===== src/rtl/pc_gen_if.sv =====
// pc_gen_if: redirect-control and fetch-address bundle between branch/jump resolution and pc_gen
interface pc_gen_if #(parameter int XLEN = 32);
  logic            stall;
  logic [1:0]      pc_select;
  logic [XLEN-1:0] pc_in;
  logic            trap;
  logic            mret;
  logic [XLEN-1:0] pc_out;
  logic [XLEN-1:0] pc_plus_4;
  logic [XLEN-1:0] epc_out;
  logic            pc_valid;
  logic            misaligned;
  modport master (output stall, pc_select, pc_in, trap, mret,
                  input  pc_out, pc_plus_4, epc_out, pc_valid, misaligned);
  modport slave  (input  stall, pc_select, pc_in, trap, mret,
                  output pc_out, pc_plus_4, epc_out, pc_valid, misaligned);
endinterface


===== src/rtl/pc_gen.sv =====
// pc_gen: program counter with branch/jump/trap/mret redirects and a post-reset boot wait.
// Define PC_MISALIGN_TRAP_EN to trap on misaligned branch/jump targets instead of masking them.
module pc_gen #(
  parameter int              XLEN       = 32,
  parameter logic [XLEN-1:0] BOOT_ADDR  = 32'h0000_0000,
  parameter int              PC_STEP    = 4,
  parameter logic [XLEN-1:0] TRAP_VEC   = 32'h0000_0100,
  parameter int              BOOT_WAIT  = 2,
  parameter int              ALIGN_BITS = 2
) (
  input logic     clk,
  input logic     rst,
  pc_gen_if.slave bus
);
  localparam int CW = BOOT_WAIT > 0 ? $clog2(BOOT_WAIT + 1) : 1;
  localparam logic [XLEN-1:0] AMASK = XLEN'((64'd1 << ALIGN_BITS) - 64'd1);
  typedef enum logic {BOOT, RUN} state_t;
  state_t          state_q;
  logic [CW-1:0]   cnt_q;
  logic [XLEN-1:0] pc_q, epc_q, pc_d, epc_d, tgt, nxt;
  logic            valid_q, mis_q, mis_d, redir, bad, go;
  always_comb begin
    redir = bus.pc_select == 2'b01 || bus.pc_select == 2'b10;
    tgt   = bus.pc_select == 2'b01 ? pc_q + bus.pc_in : bus.pc_in & ~XLEN'(1);
`ifdef PC_MISALIGN_TRAP_EN
    bad   = redir && (tgt & AMASK) != '0;
    nxt   = tgt;
`else
    bad   = 1'b0;
    nxt   = tgt & ~AMASK;
`endif
    go    = !bus.trap && !bus.stall && !bus.mret;
    pc_d  = bus.trap ? TRAP_VEC : bus.stall ? pc_q : bus.mret ? epc_q :
            redir ? (bad ? TRAP_VEC : nxt) : pc_q + XLEN'(PC_STEP);
    epc_d = (bus.trap || (go && bad)) ? pc_q : epc_q;
    mis_d = go && bad;
  end
  always_ff @(posedge clk) begin
    if (rst) begin
      state_q <= BOOT;
      cnt_q   <= '0;
      pc_q    <= BOOT_ADDR;
      epc_q   <= BOOT_ADDR;
      valid_q <= 1'b0;
      mis_q   <= 1'b0;
    end else if (state_q == BOOT) begin
      mis_q <= 1'b0;
      if (cnt_q == CW'(BOOT_WAIT)) begin
        state_q <= RUN;
        valid_q <= 1'b1;
      end else cnt_q <= cnt_q + CW'(1);
    end else begin
      pc_q  <= pc_d;
      epc_q <= epc_d;
      mis_q <= mis_d;
    end
  end
  assign bus.pc_out     = pc_q;
  assign bus.pc_plus_4  = pc_q + XLEN'(PC_STEP);
  assign bus.epc_out    = epc_q;
  assign bus.pc_valid   = valid_q;
  assign bus.misaligned = mis_q;
endmodule


===== src/flat_wrapper.sv =====
// flat-port wrapper written by rule: the top's interface ports become plain ports
module pc_gen_flat 
#(
  parameter int              XLEN       = 32,
  parameter logic [XLEN-1:0] BOOT_ADDR  = 32'h0000_0000,
  parameter int              PC_STEP    = 4,
  parameter logic [XLEN-1:0] TRAP_VEC   = 32'h0000_0100,
  parameter int              BOOT_WAIT  = 2,
  parameter int              ALIGN_BITS = 2
)
  (clk, rst, bus_stall, bus_pc_select, bus_pc_in, bus_trap, bus_mret, bus_pc_out, bus_pc_plus_4, bus_epc_out, bus_pc_valid, bus_misaligned);
  pc_gen_if #(.XLEN(XLEN)) bus_i ();
  input logic clk;
  input logic rst;
  input wire logic [$bits(bus_i.stall)-1:0] bus_stall;
  input wire logic [$bits(bus_i.pc_select)-1:0] bus_pc_select;
  input wire logic [$bits(bus_i.pc_in)-1:0] bus_pc_in;
  input wire logic [$bits(bus_i.trap)-1:0] bus_trap;
  input wire logic [$bits(bus_i.mret)-1:0] bus_mret;
  output wire logic [$bits(bus_i.pc_out)-1:0] bus_pc_out;
  output wire logic [$bits(bus_i.pc_plus_4)-1:0] bus_pc_plus_4;
  output wire logic [$bits(bus_i.epc_out)-1:0] bus_epc_out;
  output wire logic [$bits(bus_i.pc_valid)-1:0] bus_pc_valid;
  output wire logic [$bits(bus_i.misaligned)-1:0] bus_misaligned;
  assign bus_i.stall = bus_stall;
  assign bus_i.pc_select = bus_pc_select;
  assign bus_i.pc_in = bus_pc_in;
  assign bus_i.trap = bus_trap;
  assign bus_i.mret = bus_mret;
  assign bus_pc_out = bus_i.pc_out;
  assign bus_pc_plus_4 = bus_i.pc_plus_4;
  assign bus_epc_out = bus_i.epc_out;
  assign bus_pc_valid = bus_i.pc_valid;
  assign bus_misaligned = bus_i.misaligned;
  pc_gen #(.XLEN(XLEN), .BOOT_ADDR(BOOT_ADDR), .PC_STEP(PC_STEP), .TRAP_VEC(TRAP_VEC), .BOOT_WAIT(BOOT_WAIT), .ALIGN_BITS(ALIGN_BITS)) u_core (.clk(clk), .rst(rst), .bus(bus_i));
endmodule

===== config.mk =====
export PLATFORM = sky130hd
export DESIGN_NAME = pc_gen_flat
export DESIGN_NICKNAME = d
export VERILOG_FILES = /design/src/rtl/pc_gen_if.sv /design/src/rtl/pc_gen.sv /design/src/flat_wrapper.sv
export SDC_FILE = /design/constraint.sdc
export NUM_CORES = 1
export LEC_CHECK = 0
export CORE_MARGIN = 2
export CORE_UTILIZATION = 35
export DETAILED_ROUTE_END_ITERATION = 10
export SLEW_MARGIN = 20
export SYNTH_ARGS = -nofsm -noshare
export SYNTH_HDL_FRONTEND = slang
export SYNTH_SLANG_ARGS = --single-unit

===== constraint.sdc =====
create_clock -name clk -period 3.3 [get_ports clk]
set_input_delay 0.66 -clock clk [delete_from_list [all_inputs] [get_ports clk]]
set_output_delay 0.66 -clock clk [all_outputs]
set_load 0.02 [all_outputs]

Word-level counts from Yosys, hierarchy flattened
Cells that the tools add are included.
Widths: inputs -> output; s select.

word-level totals
  logic and storage cells = 26
  output and inout port bits = 98
  bits of input ports = 39
  register bits after elaboration = 68

cells by class
  bitwise operators = 2
  add/sub/neg operators = 3
  equal/unequal tests = 4
  muxes and demuxes = 7
  reduce and logical (&&, ||, !) cells = 5

operator list
  kind                   number
  $mux 32                5
  $add 32x3->32 const B  1
  $add 32x32->32         1
  $reduce_and 2->1       4
  $eq 2x2->1 const B     2
  $add 2x1->2 const B    1
  $eq 2x1->1 const B     1
  $mux 1                 2
  $ne 2x1->1 const B     1
  $not 1->1              2
  $logic_or 1x1->1       1

Logic depth before layout (Yosys ltp)
  depth in word-level cells = 6
  gate-level depth with buffers = 11
  depth with buffers taken out = 10

Least setup slack after synthesis
No wires, ideal clock.

  kind = input-to-reg
  start = input bus_pc_in[22]
  end = register u_core.pc_q[29], in the netlist u_core.bus.pc_out[29]
  data arrival time = 2.497 ns
  setup slack = 0.686 ns
  stages on the path = 9
  setup time = 0.117 ns
  data required time = 3.183 ns
  path buffers = 0
  cells stage by stage = ha_1 -> a21o_1 -> a21o_1 -> a21o_1 -> a2111oi_2 -> a21boi_2 -> o21a_1 -> o211ai_1 -> a32o_1

on the way
  longest elaborated chain between the ends = 6

RTL lines
  element               line                RTL
  from (decl)           flat_wrapper.sv:17  input wire logic [$bits(bus_i.pc_in)-1:0] bus_pc_in;
  $add 32x32->32        pc_gen.sv:24        tgt = bus.pc_select == 2'b01 ? pc_q + bus.pc_in : bus.pc_in & ~XLEN'(1);
  $mux 32               pc_gen.sv:24
  $mux 32               pc_gen.sv:34        redir ? (bad ? TRAP_VEC : nxt) : pc_q + XLEN'(PC_STEP);
  $mux 32 (3 in a row)  pc_gen.sv:33        pc_d = bus.trap ? TRAP_VEC : bus.stall ? pc_q : bus.mret ? epc_q :
  to (signal assigned)  pc_gen.sv:53        pc_q <= pc_d;
  to (decl)             pc_gen.sv:20        logic [XLEN-1:0] pc_q, epc_q, pc_d, epc_d, tgt, nxt;

No other way between the ends. The select of a mux whose other input is x is not followed.
A chain may end at the register's enable or synchronous reset.

Final worst setup path
  start = register u_core.pc_q[20], in the netlist u_core.bus.pc_out[20]
  end = output bus_pc_plus_4[29]

on the way
  longest elaborated chain between the ends = 1

RTL lines
  element        line                RTL
  $add 32x3->32  pc_gen.sv:59        assign bus.pc_plus_4 = pc_q + XLEN'(PC_STEP);
  to (decl)      flat_wrapper.sv:21  output wire logic [$bits(bus_i.pc_plus_4)-1:0] bus_pc_plus_4;

No other way between the ends.

==> flow_summary.html <==
<table>
<tr><th>Metric</th><th>Value</th></tr>
<tr><th colspan="2">Critical path</th></tr>
<tr><td>Setup slack, reg-to-reg</td><td>590 ps</td></tr>
<tr><td>Arrival @ worst endpoint</td><td>2510 ps</td></tr>
<tr><td>Worst setup path category</td><td>reg2out</td></tr>
<tr><td>Critical path peak fanout</td><td>8</td></tr>
<tr><td>CP endpoint kind</td><td>primary output</td></tr>
<tr><td>Standard cell with the maximum stage delay on the critical path</td><td>sky130_fd_sc_hd__clkdlybuf4s50_1</td></tr>
<tr><td>Critical Path Source Type</td><td>flop</td></tr>
<tr><td>List of cells traversed by the critical path</td><td>and4_1 -&gt; and3_1 -&gt; and2_0 -&gt; buf_4 -&gt; nand3_2 -&gt; xnor2_1 -&gt; clkdlybuf4s50_1</td></tr>
<tr><td>Critical path's largest stage delay</td><td>650 ps</td></tr>
<tr><td>Worst path required time</td><td>2640 ps</td></tr>
<tr><td>R2r worst-path depth</td><td>10</td></tr>
<tr><th colspan="2">Global routing</th></tr>
<tr><td>Antenna violations before repair</td><td>0</td></tr>
<tr><td>Wire length of the first global-routing pass</td><td>32,300 um</td></tr>
<tr><td>Total global-route track usage</td><td>25.0%</td></tr>
<tr><td>Overflow left after global routing</td><td>0</td></tr>
<tr><td>Largest net degree at the start of global routing</td><td>50</td></tr>
<tr><td>Vias in the first global route</td><td>5,941</td></tr>
<tr><th colspan="2">Floorplanning</th></tr>
<tr><td>Core Box Area</td><td>15,200 um^2</td></tr>
<tr><td>Top-level port count</td><td>137</td></tr>
<tr><td>Die extent in x</td><td>129 um</td></tr>
<tr><td>Starting density of the core</td><td>35.7%</td></tr>
<tr><td>Full die area</td><td>16,500 um^2</td></tr>
<tr><td>Vertical die dimension</td><td>129 um</td></tr>
<tr><td>Floorplan row count</td><td>45</td></tr>
<tr><th colspan="2">Route</th></tr>
<tr><td>Total length of routed wires</td><td>20,800 um</td></tr>
<tr><td>Number of remaining DRC errors</td><td>0</td></tr>
<tr><td>Initial drt markers</td><td>360</td></tr>
<tr><td>Number of nets with antenna violations after detailed routing</td><td>0</td></tr>
<tr><td>First-pass detailed-route iteration total</td><td>5</td></tr>
<tr><td>Vias per inst</td><td>5.72</td></tr>
<tr><td>Detailed-route via count</td><td>6,157</td></tr>
<tr><td>Average wire per cell in the routed design</td><td>19.3 um</td></tr>
<tr><th colspan="2">Logic synthesis</th></tr>
<tr><td>Synthesized netlist cell count</td><td>719</td></tr>
<tr><td>Number of synthesized flops with an enable pin</td><td>0</td></tr>
<tr><td>Post-synthesis cell type count</td><td>86</td></tr>
<tr><td>Synth Net Count</td><td>791</td></tr>
<tr><td>Portion of the post-synthesis area used by sequential elements</td><td>25.1%</td></tr>
<tr><td>Combined area of all synthesized cells</td><td>5430 um^2</td></tr>
<tr><td>Number of warning messages in the yosys log</td><td>0</td></tr>
<tr><td>Synthesized area divided by synthesized cell count</td><td>7.56 um^2</td></tr>
<tr><td>Share of flip-flops with an asynchronous set or reset after synthesis</td><td>0%</td></tr>
<tr><td>Synth Flop Type</td><td>sky130_fd_sc_hd__dfxtp_1</td></tr>
<tr><td>Synthesized flop and latch total</td><td>68</td></tr>
<tr><th colspan="2">Pwr</th></tr>
<tr><td>Combinational cell fraction of total power</td><td>24.7%</td></tr>
<tr><td>Proportion of power drawn by the clock network</td><td>43.2%</td></tr>
<tr><td>Portion of total power attributed to sequential cells</td><td>32.1%</td></tr>
<tr><td>Fraction of power spent switching nets</td><td>31.6%</td></tr>
<tr><td>PwrDens</td><td>358 nW/um^2</td></tr>
<tr><td>Switching power</td><td>862 uW</td></tr>
<tr><td>Highest ir drop seen on vdd</td><td>0.000245 V</td></tr>
<tr><td>Design internal power</td><td>1860 uW</td></tr>
<tr><td>Leakage power figure</td><td>0.00313 uW</td></tr>
<tr><th colspan="2">Status</th></tr>
<tr><td>Outcome</td><td>complete, no violations</td></tr>
<tr><th colspan="2">STA</th></tr>
<tr><td>Clock tree skew after final layout</td><td>10.4 ps</td></tr>
<tr><td>Slew at the pin closest to its max-slew limit</td><td>1090 ps</td></tr>
<tr><td>Max-Slew Margin vs Limit</td><td>27.2%</td></tr>
<tr><td>Minimum clock period</td><td>3170 ps</td></tr>
<tr><td>Final Hold Viols</td><td>0</td></tr>
<tr><td>Final Setup Violations</td><td>0</td></tr>
<tr><td>Hold_ws</td><td>473 ps</td></tr>
<tr><td>Maximum operating frequency</td><td>315 MHz</td></tr>
<tr><td>Final-report max-slew violation count</td><td>0</td></tr>
<tr><td>Unrepaired setup endpoints after global routing</td><td>no</td></tr>
<tr><td>Tcrit/Tclk final</td><td>96.2%</td></tr>
<tr><th colspan="2">Layout</th></tr>
<tr><td>Final-layout fill cell count</td><td>1,485</td></tr>
<tr><td>Most used cells in the layout excluding fill and tap cells</td><td>125 x sky130_fd_sc_hd__clkdlybuf4s50_1, 111 x sky130_fd_sc_hd__nand2_1, 90 x sky130_fd_sc_hd__a21oi_1</td></tr>
<tr><td>Layout Nets</td><td>956</td></tr>
<tr><td>Share of cells above drive strength 1</td><td>12.8%</td></tr>
<tr><td>Commonest non-fill, non-tap cell in the layout</td><td>sky130_fd_sc_hd__clkdlybuf4s50_1</td></tr>
<tr><td>Count of inserted antenna diode cells</td><td>0</td></tr>
<tr><td>Area Growth Syn to Fin</td><td>40.1%</td></tr>
<tr><td>Final Non-Filler Cells</td><td>1,077</td></tr>
<tr><th colspan="2">Clock tree</th></tr>
<tr><td>Maximum root-to-sink buffer count</td><td>2</td></tr>
<tr><td>Buffers inserted during post-CTS setup optimization</td><td>0</td></tr>
<tr><td>CTS tree</td><td>done</td></tr>
<tr><td>Clock transition time at the flip-flop clock pins of the worst setup and hold paths</td><td>70 ps</td></tr>
<tr><td>Clock buffers created by TritonCTS</td><td>9</td></tr>
<tr><td># H-tree levels</td><td>3</td></tr>
<tr><td>CTS root buf</td><td>sky130_fd_sc_hd__clkbuf_16</td></tr>
<tr><td>Count of hold buffers inserted by post-cts repair</td><td>0</td></tr>
<tr><td>Clock network latency to the later pin of the worst-skew pair</td><td>360 ps</td></tr>
<tr><td>Clock tree sinks</td><td>68</td></tr>
<tr><th colspan="2">Hold path</th></tr>
<tr><td>Type of the worst min-delay path</td><td>reg2reg</td></tr>
<tr><td>Worst hold path cell count</td><td>2</td></tr>
<tr><th colspan="2">Placed design</th></tr>
<tr><td>Placed wire-length estimate</td><td>15,600 um</td></tr>
<tr><td>Number of port buffers</td><td>135</td></tr>
<tr><td>Placed insts</td><td>1,061</td></tr>
<tr><td>Final estimated routing congestion in global placement</td><td>0.992</td></tr>
<tr><th colspan="2">Run</th></tr>
<tr><td>Count of maximum capacitance violations</td><td>0</td></tr>
</table>
## sequential cells by signal, summed over array words and instances (netlist names)
signal / count
u_core.bus.epc_out: 32
u_core.bus.pc_valid: 1
u_core.cnt_q: 2
u_core.state_q: 1
u_core.bus.pc_out: 32
## per-stage QoR
step	cell area [um^2]	worst slack, ps	util, %	TNS (ps)	total power (uW)
finish	7610	127	50.1	0	2730
floorplan	5430	686	-	0	1280
global route	7610	17.6	50.1	0	2820
CTS	7590	0.952	50.0	0	2720
global placement	7250	32.5	47.7	0	1550
detailed placement	7250	-2.96	47.7	-2.96	1560
## cell type report
cell class,count,area [um^2],area share [%]
clock buffers,9,225,2.96
clock inverters,7,124,1.63
inverters,20,75.1,0.986
multi-input cells,588,3740,49.2
flip-flops and latches,68,1360,17.9
well taps,188,235,3.09
repair buffers,197,1850,24.3
## cells in the mapped netlist, types with 3 or more instances
| cell type | instances | area share, % |
|---|---|---|
| sky130_fd_sc_hd__nor2b_1 | 3 | 0.35 |
| sky130_fd_sc_hd__nor3_1 | 17 | 1.6 |
| sky130_fd_sc_hd__dfxtp_1 | 68 | 25 |
| sky130_fd_sc_hd__a21oi_2 | 4 | 0.64 |
| sky130_fd_sc_hd__and3_1 | 11 | 1.3 |
| sky130_fd_sc_hd__a22o_1 | 4 | 0.64 |
| sky130_fd_sc_hd__nand2_1 | 111 | 7.7 |
| sky130_fd_sc_hd__a21o_1 | 16 | 2.2 |
| sky130_fd_sc_hd__buf_4 | 5 | 0.69 |
| sky130_fd_sc_hd__a221o_1 | 4 | 0.74 |
| sky130_fd_sc_hd__nand2b_1 | 3 | 0.35 |
| sky130_fd_sc_hd__o21bai_1 | 3 | 0.41 |
| sky130_fd_sc_hd__a21oi_1 | 90 | 8.3 |
| sky130_fd_sc_hd__o21ai_1 | 7 | 0.64 |
| sky130_fd_sc_hd__nand4_1 | 13 | 1.5 |
| sky130_fd_sc_hd__clkbuf_1 | 19 | 1.3 |
| sky130_fd_sc_hd__a211oi_1 | 5 | 0.69 |
| sky130_fd_sc_hd__mux2i_1 | 8 | 1.5 |
| sky130_fd_sc_hd__nand3_1 | 22 | 2.0 |
| sky130_fd_sc_hd__xor2_1 | 9 | 1.5 |
| sky130_fd_sc_hd__ha_1 | 33 | 7.6 |
| sky130_fd_sc_hd__a311oi_1 | 3 | 0.48 |
| sky130_fd_sc_hd__o21ai_0 | 33 | 3.0 |
| sky130_fd_sc_hd__o32ai_1 | 3 | 0.48 |
| sky130_fd_sc_hd__a2111oi_0 | 3 | 0.48 |
| sky130_fd_sc_hd__a22oi_1 | 18 | 2.5 |
| sky130_fd_sc_hd__o21a_1 | 4 | 0.55 |
| sky130_fd_sc_hd__xnor2_1 | 34 | 5.5 |
| sky130_fd_sc_hd__o22ai_1 | 4 | 0.46 |
| sky130_fd_sc_hd__nor2_1 | 51 | 3.5 |
| sky130_fd_sc_hd__inv_1 | 19 | 1.3 |
| sky130_fd_sc_hd__buf_2 | 9 | 0.83 |
| sky130_fd_sc_hd__a31oi_1 | 8 | 0.92 |
| sky130_fd_sc_hd__clkbuf_8 | 4 | 1.0 |
| sky130_fd_sc_hd__a221oi_1 | 3 | 0.48 |
| sky130_fd_sc_hd__o211ai_1 | 3 | 0.41 |
## routing by layer
layer  global-route usage (%)  vias to the layer above  part of all wire, %
li1                         -                     2956                    -
met1                     34.0                     2961                   46
met2                     41.1                      213                   47
met3                     3.20                       27                  5.2
met4                     8.38                        0                  2.0
met5                        0                        -                    0
## worst max-delay path, delay by kind of cell (launching register included)
| kind | cells | cell delay (ps) |
|---|---|---|
| simple gates | 4 | 680 |
| xor+xnor | 1 | 240 |
| flops | 1 | 420 |
| buf+inv | 2 | 820 |
## logic make-up after synthesis
group / count (synthesis) / share of synthesized area (%)
AOI/OAI and AO/OA: 244 / 29.2
adders and majority gates: 33 / 7.60
buffers and inverters: 63 / 6.24
and+or+nand+nor: 255 / 22.4
xor gates and xnor gates: 45 / 7.53
DFF: 68 / 25.1
muxes: 10 / 1.89
other: 1 / 0.0690
## power by group through the flow
stage               Combinational, uW  Sequential, uW  Clock [uW]
floorplan                         373             909           0
global placement                  655             893           0
detailed placement                665             894           0
CTS                               667             876        1180
global route                      729             879        1220
finish                            672             876        1180
## worst paths after layout
| kind | start | end |
|---|---|---|
| max | u_core.bus.pc_out[20]$_SDFFE_PP0P_ | bus_pc_plus_4[29] |
| min | u_core.bus.epc_out[6]$_SDFFE_PP0P_ | u_core.bus.epc_out[6]$_SDFFE_PP0P_ |
| max reg2reg | u_core.bus.pc_out[2]$_SDFFE_PP0P_ | u_core.bus.pc_out[31]$_SDFFE_PP0P_ |
| min reg2reg | u_core.bus.epc_out[6]$_SDFFE_PP0P_ | u_core.bus.epc_out[6]$_SDFFE_PP0P_ |
## repair_timing
| item | in CTS | in global routing |
|---|---|---|
| endpoints found under the hold margin | 0 | 0 |
| setup endpoints to repair | 3 | 9 |
| pin swaps | 0 | 0 |
| resized for setup | 3 | 8 |
(Power assumes the default switching activity.)
